[src/rtl/hams_sort_sched.sv]
// hams_sort_sched: batches a serial element stream for hams_sortNelem and streams sorted results back out
module hams_sort_sched #(
  parameter int NUM_ELEMENTS = 8,
  parameter int PAIR_W = 16,
  parameter int OUT_SLOTS = 2
) (
  input  logic clk,
  input  logic rst_n,
  input  logic [PAIR_W-1:0] in_data,
  input  logic in_valid,
  output logic in_ready,
  input  logic in_flush,
  output logic [NUM_ELEMENTS*PAIR_W-1:0] srt_unsorted,
  output logic srt_valid,
  input  logic [NUM_ELEMENTS*PAIR_W-1:0] srt_sorted,
  input  logic srt_valid_o,
  output logic [PAIR_W-1:0] out_data,
  output logic out_valid,
  input  logic out_ready,
  output logic out_last,
  output logic busy
);
  localparam int FW = $clog2(NUM_ELEMENTS + 1);
  localparam int IW = $clog2(NUM_ELEMENTS);
  localparam int CW = $clog2(OUT_SLOTS + 1);
  localparam int PW = OUT_SLOTS > 1 ? $clog2(OUT_SLOTS) : 1;
  typedef enum logic {FILL, ISSUE} state_t;
  state_t state_q, state_d;
  logic [PAIR_W-1:0] slot [NUM_ELEMENTS];
  logic [NUM_ELEMENTS*PAIR_W-1:0] vec_mem [OUT_SLOTS];
  logic [FW-1:0] cnt_mem [OUT_SLOTS];
  logic [NUM_ELEMENTS*PAIR_W-1:0] batch, head;
  logic [FW-1:0] fill_q, head_cnt;
  logic [IW-1:0] idx_q;
  logic [CW-1:0] inflight_q, occ_q;
  logic [PW-1:0] cw_ptr, vw_ptr, rd_ptr;
  logic run_q, accept, seal, cap, xfer, pop;
  function automatic logic [PW-1:0] nxt(input logic [PW-1:0] p);
    return p == PW'(OUT_SLOTS - 1) ? '0 : p + 1'b1;
  endfunction
  // credit counts the batch being filled, so a sorted vector always has a buffer slot
  assign in_ready = run_q && state_q == FILL &&
                    ({1'b0, inflight_q} + {1'b0, occ_q}) < (CW+1)'(OUT_SLOTS);
  assign accept = in_valid && in_ready;
  assign seal = (accept && fill_q == FW'(NUM_ELEMENTS - 1)) ||
                (in_ready && in_flush && (accept || fill_q != '0));
  assign cap = srt_valid_o && inflight_q != '0;
  assign head = vec_mem[rd_ptr];
  assign head_cnt = cnt_mem[rd_ptr];
  assign out_valid = occ_q != '0;
  assign out_last = out_valid && FW'(idx_q) == head_cnt - 1'b1;
  assign out_data = out_valid ? head[idx_q*PAIR_W +: PAIR_W] : '0;
  assign xfer = out_valid && out_ready;
  assign pop = xfer && out_last;
  assign busy = fill_q != '0 || inflight_q != '0 || occ_q != '0 || state_q == ISSUE;
  always_comb begin
    batch = '1;
    for (int i = 0; i < NUM_ELEMENTS; i++)
      if (accept && FW'(i) == fill_q) batch[i*PAIR_W +: PAIR_W] = in_data;
      else if (FW'(i) < fill_q) batch[i*PAIR_W +: PAIR_W] = slot[i];
  end
  always_comb begin
    state_d = seal ? ISSUE : FILL;
    srt_valid = state_q == ISSUE;
  end
  always_ff @(posedge clk or negedge rst_n)
    if (!rst_n) begin
      state_q <= FILL;
      run_q <= 1'b0;
      fill_q <= '0;
      idx_q <= '0;
      inflight_q <= '0;
      occ_q <= '0;
      cw_ptr <= '0;
      vw_ptr <= '0;
      rd_ptr <= '0;
      srt_unsorted <= '0;
    end else begin
      state_q <= state_d;
      run_q <= 1'b1;
      fill_q <= state_q == ISSUE ? '0 : accept ? fill_q + 1'b1 : fill_q;
      if (seal) srt_unsorted <= batch;
      if (state_q == ISSUE) cw_ptr <= nxt(cw_ptr);
      if (cap) vw_ptr <= nxt(vw_ptr);
      if (pop) rd_ptr <= nxt(rd_ptr);
      inflight_q <= inflight_q + CW'(state_q == ISSUE) - CW'(cap);
      occ_q <= occ_q + CW'(cap) - CW'(pop);
      if (xfer) idx_q <= pop ? '0 : idx_q + 1'b1;
    end
  always_ff @(posedge clk) begin
    if (accept) slot[fill_q[IW-1:0]] <= in_data;
    if (state_q == ISSUE) cnt_mem[cw_ptr] <= fill_q;
    if (cap) vec_mem[vw_ptr] <= srt_sorted;
  end
endmodule

[config.mk]
export PLATFORM = sky130hd
export DESIGN_NAME = hams_sort_sched
export DESIGN_NICKNAME = d
export VERILOG_FILES = /design/src/rtl/hams_sort_sched.sv
export SDC_FILE = /design/constraint.sdc
export NUM_CORES = 1
export LEC_CHECK = 0
export CELL_PAD_IN_SITES_DETAIL_PLACEMENT = 0
export CELL_PAD_IN_SITES_GLOBAL_PLACEMENT = 1
export CORE_ASPECT_RATIO = 0.75
export CORE_MARGIN = 2
export CORE_UTILIZATION = 49
export DETAILED_ROUTE_END_ITERATION = 8
export GPL_TIMING_DRIVEN = 0
export HOLD_SLACK_MARGIN = 0.12
export PLACE_DENSITY_LB_ADDON = 0.08
export SLEW_MARGIN = 20
export SYNTH_ARGS = -nofsm -noshare
export SYNTH_HDL_FRONTEND = slang
export SYNTH_SLANG_ARGS = --single-unit
[constraint.sdc]
create_clock -name clk -period 19.5 [get_ports clk]
set_clock_uncertainty 0.2 [all_clocks]
set_input_delay 3.9 -clock clk [delete_from_list [all_inputs] [get_ports clk]]
set_output_delay 3.9 -clock clk [all_outputs]
set_load 0.005 [all_outputs]
==> results.ini, run 1 <==
[cells_and_area]
layout_commonest_cell = edfxtp_1
fin_nets = 1820
drive_gt1_frac = 0.147
area_growth_pct = 27.6
final_cell_mix = 392 x edfxtp_1, 297 x clkdlybuf4s50_1, 144 x dfrtp_1, 133 x nand2_1, 97 x o21ai_0

[pwr]
power_density_nw_per_um2 = 154
p_leak_nw = 9.54
ir_worst_vdd_uv = 85.0

[timing]
finalCritPeriodShare = 0.412
tightestPinTransition_ns = 1.10
hold_viol = 0
fmax_mhz = 125
timing.hold.ws_ns = 0.283
report.final.slew_viol_count = 0
rsz0062_at_grt = no
period_minus_slack_ns = 8.03
slew_headroom = 0.263
fin_setup_tns_ns = 0
setup_viol = 0

[floorplan]
fp.dieW_um = 242
die_area_um2 = 44300
core-area_um2 = 42000
rows = 65
chipHeight_um = 183
io_pins = 299
initial_core_util = 0.497

[logic_synthesis]
synth-edff-count = 392
syn_area_per_cell_um2 = 16.2
ys_types = 46
synth-simple-area-share = 0.0702
synthFlopType = edfxtp_1
yosys_warnings = 0
synth_compound_area_frac = 0.0717
async_reset_ff_frac = 0.269
yosysSeqAreaShare = 0.736
synth_fa_ha_area_frac = 0.00575
netlist_area_um2 = 20900
synthMuxAreaShare = 0.0877
syn-num-nets = 1452
synthXorXnorAreaFrac = 0.00545
syn_inst = 1293
ys_seq_elements = 536
synth_top_family_by_area = multiplexers

[worst_setup_path]
regToRegSetupSlack_ns = 15.92
arrival_ns = 3.93
critPathLaunchType = flop
worstPathRequired_ns = 15.40
cp_max_fo = 10
crit_type = reg2out
r2r_start = inflight_q[0]$_DFF_PN0_
end_kind = primary output
rr_worst_depth = 7
r2r_end = slot[2][13]$_DFFE_PP_

[drt]
wl_mm = 53.6
drt_first_pass_iters = 5
wl_per_cell_um = 23.6
drtAntennaViolNets = 0
drtIter0Drc = 948
vias_per_cell = 5.60
vias = 12719
drc = 0

[clock_tree]
cts_hold_buf = 0
cts.reportedPaths.clkPinSlew_ns = 0.06
htree_levels = 2
cts_root_buf = clkbuf_16
post-cts-setup-buffer-count = 0
cts_resized = 0
cts_tree = built
clockBufferDepth = 3
cts_sinks = 536
clk_latency_ns = 0.56
cts_made_buffers = 52

[place]
detailed_place_hpwl_mm = 36.2
gp_congestion = 0.782
io_buffers = 298

[global_route]
grt_overflow = 0
gr-usage-all-layers = 0.245
antenna_found_initial = 2
grt_max_degree = 81
grt_pass1_vias = 12812
grt_pass1_wl_mm = 80.8

[hold_path]
hp-start = srt_unsorted[31]$_DFFE_PN0P_
min_path_cells = 2
whs_endpoint = srt_unsorted[31]$_DFFE_PN0P_
min_path_type = reg2reg

[run]
max-cap-violations = 0

[run_status]
status = finished, final reports clean

## metrics by stage
| step | instances | worst slack [ns] | total power, mW | cell area (um^2) | util |
|---|---|---|---|---|---|
| 5_1_grt | 2272 | 11.31 | 4.32 | 26600 | 0.634 |
| 4_1_cts | 2272 | 11.39 | 4.14 | 26600 | 0.634 |
| 3_3_place_gp | 2160 | 5.61 | 3.09 | 24600 | 0.585 |
| 2_1_floorplan | 1293 | 9.30 | 2.40 | 20900 | - |
| 3_5_place_dp | 2176 | 12.01 | 3.11 | 24900 | 0.593 |
| 6_report | 2273 | 11.47 | 4.10 | 26600 | 0.634 |
## state kept, by name (all words and copies together) (netlist names), 2 cells and up
name          cells
cnt_mem           8
fill_q            4
idx_q             3
inflight_q        2
occ_q             2
slot            128
srt_unsorted    128
vec_mem         256
## synthesized netlist by cell type (2+ instances only)
library cell,instances,area share
o31ai_2,16,0.0096
nand2_2,16,0.0048
nand4_1,2,0.00060
buf_6,14,0.0075
xnor2_1,9,0.0038
clkbuf_1,48,0.0086
nor2_1,47,0.0084
inv_1,14,0.0025
ha_1,8,0.0048
o21ai_0,97,0.023
o22ai_1,59,0.018
or3_1,32,0.0096
a21oi_1,6,0.0014
mux2i_1,3,0.0014
o21ai_1,64,0.015
nor2b_1,3,0.00090
dfrtp_1,144,0.17
xor2_1,4,0.0017
buf_2,16,0.0038
nand3_1,7,0.0017
nor3_1,32,0.0077
nand2_1,133,0.024
edfxtp_1,392,0.56
mux4_2,80,0.086
a211oi_2,5,0.0030
and2_1,22,0.0066
## worst max path at each step
stage,endpoint,depth (start not counted),slack [ns],from
2_1_floorplan,vec_mem[0][0]$_DFFE_PP_,2,9.30,srt_valid_o
3_3_place_gp,vec_mem[0][84]$_DFFE_PP_,3,5.61,srt_valid_o
3_5_place_dp,out_data[8],6,12.01,idx_q[1]$_DFFE_PN0P_
4_1_cts,out_data[8],6,11.39,idx_q[1]$_DFFE_PN0P_
5_1_grt,out_data[8],6,11.31,idx_q[1]$_DFFE_PN0P_
6_report,out_data[8],6,11.47,idx_q[1]$_DFFE_PN0P_
## kinds of logic after synthesis
family / after synthesis
adders and majority gates: 9
and+or+nand+nor: 307
muxes: 83
buffers and inverters: 94
AOI/OAI and AO/OA: 250
DFF: 536
other: 1
xor gates and xnor gates: 13
## per-layer routing
metal | track usage | part of all wire | wire [um] | vias up
li1 | - | - | - | 5700
met1 | 0.366 | 0.45 | 24300 | 6556
met2 | 0.377 | 0.46 | 24800 | 396
met3 | 0.0525 | 0.068 | 3630 | 65
met4 | 0.0519 | 0.016 | 846 | 2
met5 | 0 | 0.00021 | 11 | -
## worst max-delay path, cell delays in order (launching register included)
cell             delay (ns)
dfrtp_1                0.39
clkbuf_1               0.62
clkbuf_1               0.83
mux4_2                 0.43
mux4_2                 0.45
and2_1                 0.16
clkdlybuf4s50_1        0.47
## report_power, final
group | switching [mW] | internal (mW)
Clock | 0.415 | 0.606
Sequential | 0.127 | 1.54
Combinational | 0.685 | 0.724
## layout make-up
class / count / area (um^2)
Multi-Input combinational cell: 663 / 5070
Buffer: 80 / 429
Clock buffer: 71 / 1440
Fill cell: 3182 / 15400
Antenna cell: 1 / 2.50
Tap cell: 569 / 712
Clock inverter: 25 / 294
Sequential cell: 536 / 15400
Inverter: 14 / 52.6
Timing Repair Buffer: 314 / 3270
No activity file was read; power rests on OpenSTA's default activity.
==> run 2: changes to the inputs <==
--- a/config.mk
+++ b/config.mk
@@ -9,7 +9,7 @@
 export CELL_PAD_IN_SITES_GLOBAL_PLACEMENT = 1
 export CORE_ASPECT_RATIO = 0.75
 export CORE_MARGIN = 2
-export CORE_UTILIZATION = 49
+export CORE_UTILIZATION = 46
 export DETAILED_ROUTE_END_ITERATION = 8
 export GPL_TIMING_DRIVEN = 0
 export HOLD_SLACK_MARGIN = 0.12
==> constraint.sdc (replaced) <==
create_clock -name clk -period 8 [get_ports clk]
set_clock_uncertainty 0.2 [all_clocks]
set_input_delay 1.6 -clock clk [delete_from_list [all_inputs] [get_ports clk]]
set_output_delay 1.6 -clock clk [all_outputs]
set_load 0.005 [all_outputs]
==> run 2 against run 1 <==
  * Hold slack got worse by 0.0033 ns
  * Critical path depth unchanged
  * Flip-flop and latch count unchanged
  * Routed wire length increased by 1.3%
  * Global-route usage decreased by 1.1 points
  * First-iteration DRC count increased by 12%
  * Cell count increased by 0.70%
  * Critical path type unchanged
  * Critical endpoint unchanged
==> results.ini, run 2 (synthesis results as in run 1) <==
[timing]
setup_viol = 0  ; unchanged
rsz0062_at_grt = no
finalCritPeriodShare = 0.731
hold_viol = 0  ; unchanged
period_minus_slack_ns = 5.85
fmax_mhz = 171
tightestPinTransition_ns = 1.08  ; -0.0217 ns
report.final.slew_viol_count = 0  ; unchanged
fin_setup_tns_ns = 0  ; unchanged
slew_headroom = 0.283  ; +0.0201

[floorplan]
rows = 67  ; +3.1%
core-area_um2 = 44800  ; +6.5%
chipHeight_um = 189  ; +3.1%
fp.dieW_um = 250  ; +3.2%
io_pins = 299  ; unchanged
die_area_um2 = 47200  ; +6.4%
initial_core_util = 0.467  ; -0.0302

[clock_tree]
cts_root_buf = clkbuf_16
clk_latency_ns = 0.59  ; +0.03 ns
cts_sinks = 536  ; unchanged
htree_levels = 2  ; unchanged
post-cts-setup-buffer-count = 0  ; unchanged
cts_resized = 0  ; unchanged
cts_hold_buf = 0  ; unchanged
cts_made_buffers = 52  ; unchanged
cts_tree = built
cts.reportedPaths.clkPinSlew_ns = 0.06  ; about the same
clockBufferDepth = 3  ; unchanged

[run_status]
status = finished, final reports clean

[cells_and_area]
postLayoutCellArea_um2 = 26500  ; -0.40%
multi_input_area_um2 = 5080  ; about the same
drive_gt1_frac = 0.148  ; +0.000587
largest_reg_flops = 256  ; unchanged
fin_nets = 1818  ; -0.11%
area_growth_pct = 27.1
largest_register = vec_mem
layout_commonest_cell = edfxtp_1
final_cell_mix = 392 x edfxtp_1, 296 x clkdlybuf4s50_1, 144 x dfrtp_1, 133 x nand2_1, 97 x o21ai_0
insertedDiodeCount = 0  ; -1
nFillCells = 3511  ; +10%
seq_area_um2 = 15400  ; unchanged

[worst_setup_path]
cp_max_fo = 10  ; unchanged
max_stage_delay_ns = 0.86  ; +0.03 ns
crit_path_top_delay_cell = clkbuf_1
path_cells = clkbuf_1 > clkbuf_1 > mux4_2 > mux4_2 > and2_1 > clkdlybuf4s50_1
critPathLaunchType = flop
worstPathRequired_ns = 6.20  ; -9.20 ns
arrival_ns = 4.05  ; +0.12 ns
crit_type = reg2out
end_kind = primary output

[drt]
drc = 0  ; unchanged
drtAntennaViolNets = 0  ; unchanged
vias = 12630  ; -0.70%
wl_mm = 54.3  ; +1.3%
wl_per_cell_um = 23.7  ; +0.59%
drt_first_pass_iters = 5  ; unchanged
vias_per_cell = 5.52  ; -1.4%
drtIter0Drc = 1064  ; +12%

[place]
gp_congestion = 0.772  ; -1.3%
io_buffers = 298  ; unchanged
detailed_place_hpwl_mm = 36.6  ; +1.0%
place_area_um2 = 24900  ; -0.12%

[global_route]
grt_overflow = 0  ; unchanged
grt_pass1_wl_mm = 81.6  ; +1.1%
grt_max_degree = 75  ; -7.4%
grt_pass1_vias = 12741  ; -0.55%
gr-usage-all-layers = 0.234  ; -0.0113
antenna_found_initial = 0  ; -2

[run]
max-cap-violations = 0  ; unchanged

[pwr]
power_density_nw_per_um2 = 373  ; +140%
p_leak_nw = 9.50  ; -0.45%
ir_worst_vdd_uv = 231  ; +170%

[hold_path]
min_path_type = reg2reg

-- run 2: changes by cell type in the layout (fill, tap and decap cells not counted), sizes merged --
cell,previous run,this run
buf,49,48
bufinv,7,3
clkbuf,119,121
clkdlybuf4s50,297,296
clkinv,16,20
clkinvlp,2,0
diode,1,0
inv,14,16
-- run 2: worst max-delay path, delay by kind of cell, from the launching register on --
family / cells / cell delay, ns
buf+inv: 3 / 2.01
mux: 2 / 0.88
simple gates: 1 / 0.17
flops: 1 / 0.39
-- run 2: layer usage --
metal	vias up	GRT usage	share of wire
li1	5694	-	-
met1	6507	0.353	0.47
met2	368	0.358	0.46
met3	61	0.0428	0.058
met4	0	0.0520	0.017
met5	-	0	0
-- run 2: through the flow --
step            util  worst slack (ns)  hold slack [ns]  std cells  power (mW)
3_3_place_gp   0.550             -3.65            0.268       2177        7.55
4_1_cts        0.593              2.04            0.283       2289        10.0
2_1_floorplan      -            0.0984            0.240       1293        5.86
5_1_grt        0.593              1.94            0.295       2289        10.4
3_5_place_dp   0.556              2.68            0.269       2191        7.59
6_report       0.593              2.15            0.280       2289        9.89
-- run 2: area by class of cell --
cell class | count | share of cell area
plain buffers | 80 | 0.0162
repair buffers | 312 | 0.121
multi-input cells | 663 | 0.191
clock inverters | 25 | 0.00731
inverters | 14 | 0.00198
well taps | 586 | 0.0276
flip-flops and latches | 536 | 0.579
clock buffers | 73 | 0.0551
-- run 2: path summary, 6_finish.rpt --
path | end | from | cells past startpoint | slack, ns
min reg2reg | srt_unsorted[59]$_DFFE_PN0P_ | srt_unsorted[59]$_DFFE_PN0P_ | 2 | 0.28
min | srt_unsorted[59]$_DFFE_PN0P_ | srt_unsorted[59]$_DFFE_PN0P_ | 2 | 0.28
max reg2reg | slot[5][14]$_DFFE_PP_ | inflight_q[0]$_DFF_PN0_ | 7 | 4.43
max in group asynchronous | srt_unsorted[89]$_DFFE_PN0P_ | rst_n | 2 | 5.99
min in group asynchronous | srt_unsorted[14]$_DFFE_PN0P_ | rst_n | 1 | 0.78
max | out_data[8] | idx_q[1]$_DFFE_PN0P_ | 6 | 2.15
-- run 2: report_power, final --
group	internal, mW	switching [mW]	total [mW]
Clock	1.37	1.04	2.41
Combinational	1.75	1.68	3.43
Sequential	3.75	0.309	4.06
Total	6.87	3.02	9.89
==> variant 1, RTL diff (config.mk and constraints of run 1) <==
`NUM_ELEMENTS`: 8 -> 4.
--- a/src/rtl/hams_sort_sched.sv
+++ b/src/rtl/hams_sort_sched.sv
@@ -1,6 +1,6 @@
 // hams_sort_sched: batches a serial element stream for hams_sortNelem and streams sorted results back out
 module hams_sort_sched #(
-  parameter int NUM_ELEMENTS = 8,
+  parameter int NUM_ELEMENTS = 4,
   parameter int PAIR_W = 16,
   parameter int OUT_SLOTS = 2
 ) (
Interface: changed (resized srt_sorted and srt_unsorted); port bits go from 299 to 171. The function was not compared with the original's and may differ.
==> variant 1 against run 1 <==
- core utilization rose by 0.25 points
- power decreased by 49%
- sequential power down 49%
- sequential cell count fell by 260
- non-clock buffer count shrank 185
- via count decreased by 51%
- first-iteration DRC count fell by 54%
- global-route usage fell by 4.4 points
- worst setup slack gained 840 ps
- cell area fell by 47%
- routed wire length down 56%
- critical path depth grew 1
- area after synthesis shrank 47%
- critical path type unchanged
==> variant 1: results <==
group,metric,value,unit
status,outcome,"finished clean",
clock_network,cts_buffers,27,
worst_setup_path,critical_path_arrival,3090,ps
final_layout,nClkBuffers,37,
drt,topRoutingLayerUsed,"met4",
final_layout,nonClkBufAreaFrac,14.3,%
pwr,p_total,0.00208,W
global_route,use_met2,29.3,%
global_route,grt_usage,20.2,%
synthesis,netlist_top_cells_area,"edfxtp_1, dfrtp_1, mux4_2",
place,place.gp.congestion,0.855,
final_layout,final-clk-cell-share,5.88,%
final_layout,drive_above_1_share,16.5,%
synthesis,synth_adder_area_share,1.20,%
worst_hold_path,hold_path_depth,0,
final_layout,diodes,0,
final_layout,nNonClkInverters,23,
final_layout,fillCellCount,1650,
global_route,grt_max_degree,53,
synthesis,synthTopCellsByCount,"edfxtp_1, dfrtp_1, nor2_1",
pwr,leakage,5.06,nW
final_layout,largest_register_ffs,128,
final_layout,final_nets,940,
timing,fin_hold_ws,265,ps
clock_network,worstSkewPairLatency,530,ps
drt,wl_met3,1520,um
worst_setup_path,critPathCapture,"out_last",
place,place_inst,1109,
place,postPlaceCellArea,13200,sq um
pwr,vdd_drop_max,0.0942,mV
final_layout,area_growth,27.2,%
clock_network,htreeDepth,1,
drt,drt_iter0_markers,432,
synthesis,synth_cell_types,43,
final_layout,seq-cell-share,56.1,%
worst_setup_path,cp-startpoint,"rd_ptr",
global_route,use_met1,31.7,%
synthesis,yosysSeqAreaShare,71.4,%
worst_setup_path,r2r-end,"occ_q[1]",
final_layout,multi_input_area_share,20.5,%
place,place_ws,12790,ps
final_layout,buffers,209,
worst_setup_path,reg2reg_depth,11,
synthesis,synth_xor_area_share,1.11,%
worst_hold_path,min_delay_worst_endpoint,"cnt_mem[1][2]",
pwr,power.switching,0.000617,W
synthesis,async_reset_ff_share,28.3,%
drt,vias,6287,
drt,wl_met1,11100,um
final_layout,fin_cells,1159,
final_layout,multi_input_gates,307,
variant 1: cell count changes in the layout (fill, tap and decap cells not counted), sizes merged, moves of 31 or more:
cell / before / now
nand2: 149 / 2
o21ai: 161 / 18
clkdlybuf4s50: 297 / 168
edfxtp: 392 / 198
dfrtp: 144 / 78
clkbuf: 119 / 50
mux2: 0 / 32
mux4: 80 / 32
nor3: 32 / 1
o22ai: 59 / 16
mux2i: 3 / 51
variant 1: cells by family (layout without fill, tap and decap cells):
family                     count (synthesis)  count (layout)
other                                      1               1
DFF                                      276             276
buffers and inverters                     59             282
muxes                                    115             115
AOI/OAI and AO/OA                         70              70
adders and majority gates                 10              10
and+or+nand+nor                           97              97
xor gates and xnor gates                  14              14
variant 1: power groups by stage:
stage	sequential, W	combinational [W]	clock (W)
after global placement	0.000863	0.000723	0
after detailed placement	0.000862	0.000757	0
final	0.000851	0.000748	0.000484
after floorplan	0.000856	0.000408	0
after CTS	0.000852	0.000761	0.000496
after global routing	0.000866	0.000814	0.000521
==> variant 2, RTL diff (flow settings as in run 1) <==
Without the edit above. Make the reset (`rst_n`) synchronous in one clocked block.
--- a/src/rtl/hams_sort_sched.sv
+++ b/src/rtl/hams_sort_sched.sv
@@ -63,7 +63,7 @@
     state_d = seal ? ISSUE : FILL;
     srt_valid = state_q == ISSUE;
   end
-  always_ff @(posedge clk or negedge rst_n)
+  always_ff @(posedge clk)
     if (!rst_n) begin
       state_q <= FILL;
       run_q <= 1'b0;
Check against the original RTL: differs if rst_n is asserted again (counterexample within 4 cycles, from zero or initial values and one cycle with rst_n low); with rst_n held inactive, the same outputs for 4 cycles.
==> variant 2 against run 1 <==
- worst setup slack worse by 100 ps
- critical path depth is 3 higher
- routed wire length is 2.1% higher
- count of clock-buffer cells in the layout is 4 higher
- sequential cell count is 1 higher
- area after synthesis is 1.6% lower
- cell area is 1.3% lower
- final cell count is 2.2% higher
Power is not compared: it rests on default switching activity, and its combinational part moved more than twofold at a synthesized area within 25%.
==> variant 2: results <==
group,metric,value,unit
synthesis,syn_nets,1506,
worst_hold_path,min_from,"srt_unsorted[120]",
final_layout,fillCellCount,3073,
place,place_ws,12030,ps
final_layout,buffers,409,
worst_setup_path,critPathCapture,"busy",
final_layout,nClkBuffers,75,
place,hpwl,38300,um
final_layout,seq-cell-share,55.8,%
final_layout,multi_input_area_share,20.8,%
global_route,grt_usage,25.3,%
status,outcome,"finished clean",
synthesis,async_reset_ff_share,0,%
worst_setup_path,reg2reg_depth,12,
global_route,grt_pass1_wl,81600,um
drt,vias,13200,
drt,drt_iter0_markers,1291,
global_route,grt_max_degree,24,
die,core-area,41100,sq um
worst_setup_path,cp-startpoint,"fill_q[1]",
final_layout,final_util,64.0,%
place,place_inst,2226,
final_layout,diodes,2,
clock_network,cts_buffers,51,
worst_setup_path,critical_path_arrival,4030,ps
synthesis,yosysSeqAreaShare,71.4,%
synthesis,netlist_top_cells_area,"edfxtp_1, dfxtp_1, mux4_2",
final_layout,drive_above_1_share,12.8,%
worst_hold_path,min_delay_worst_endpoint,"srt_unsorted[120]",
timing,fin_hold_ws,245,ps
-- variant 2: worst max-delay path, cell delays in order, from the launching register on --
cell	delay [ps]
dfxtp_1	430
clkbuf_1	370
clkinv_1	400
clkbuf_1	370
ha_1	280
or3b_1	150
buf_2	220
clkbuf_1	460
or3_1	190
clkdlybuf4s50_1	580
-- variant 2: logic make-up (layout without fill, tap and decap cells) --
family,Yosys count,in the layout,synth area share [%]
buffers and inverters,100,514,2.26
and+or+nand+nor,291,291,6.90
adders and majority gates,10,10,0.645
xor gates and xnor gates,10,10,0.426
other,0,2,0
DFF,537,537,71.4
muxes,83,83,8.91
AOI/OAI and AO/OA,315,315,9.49
-- variant 2: layer usage --
layer,global-route usage [%],part of all wire (%)
met5,0,0
met4,6.21,2.1
met3,3.89,6.5
met2,39.0,46
met1,37.9,46
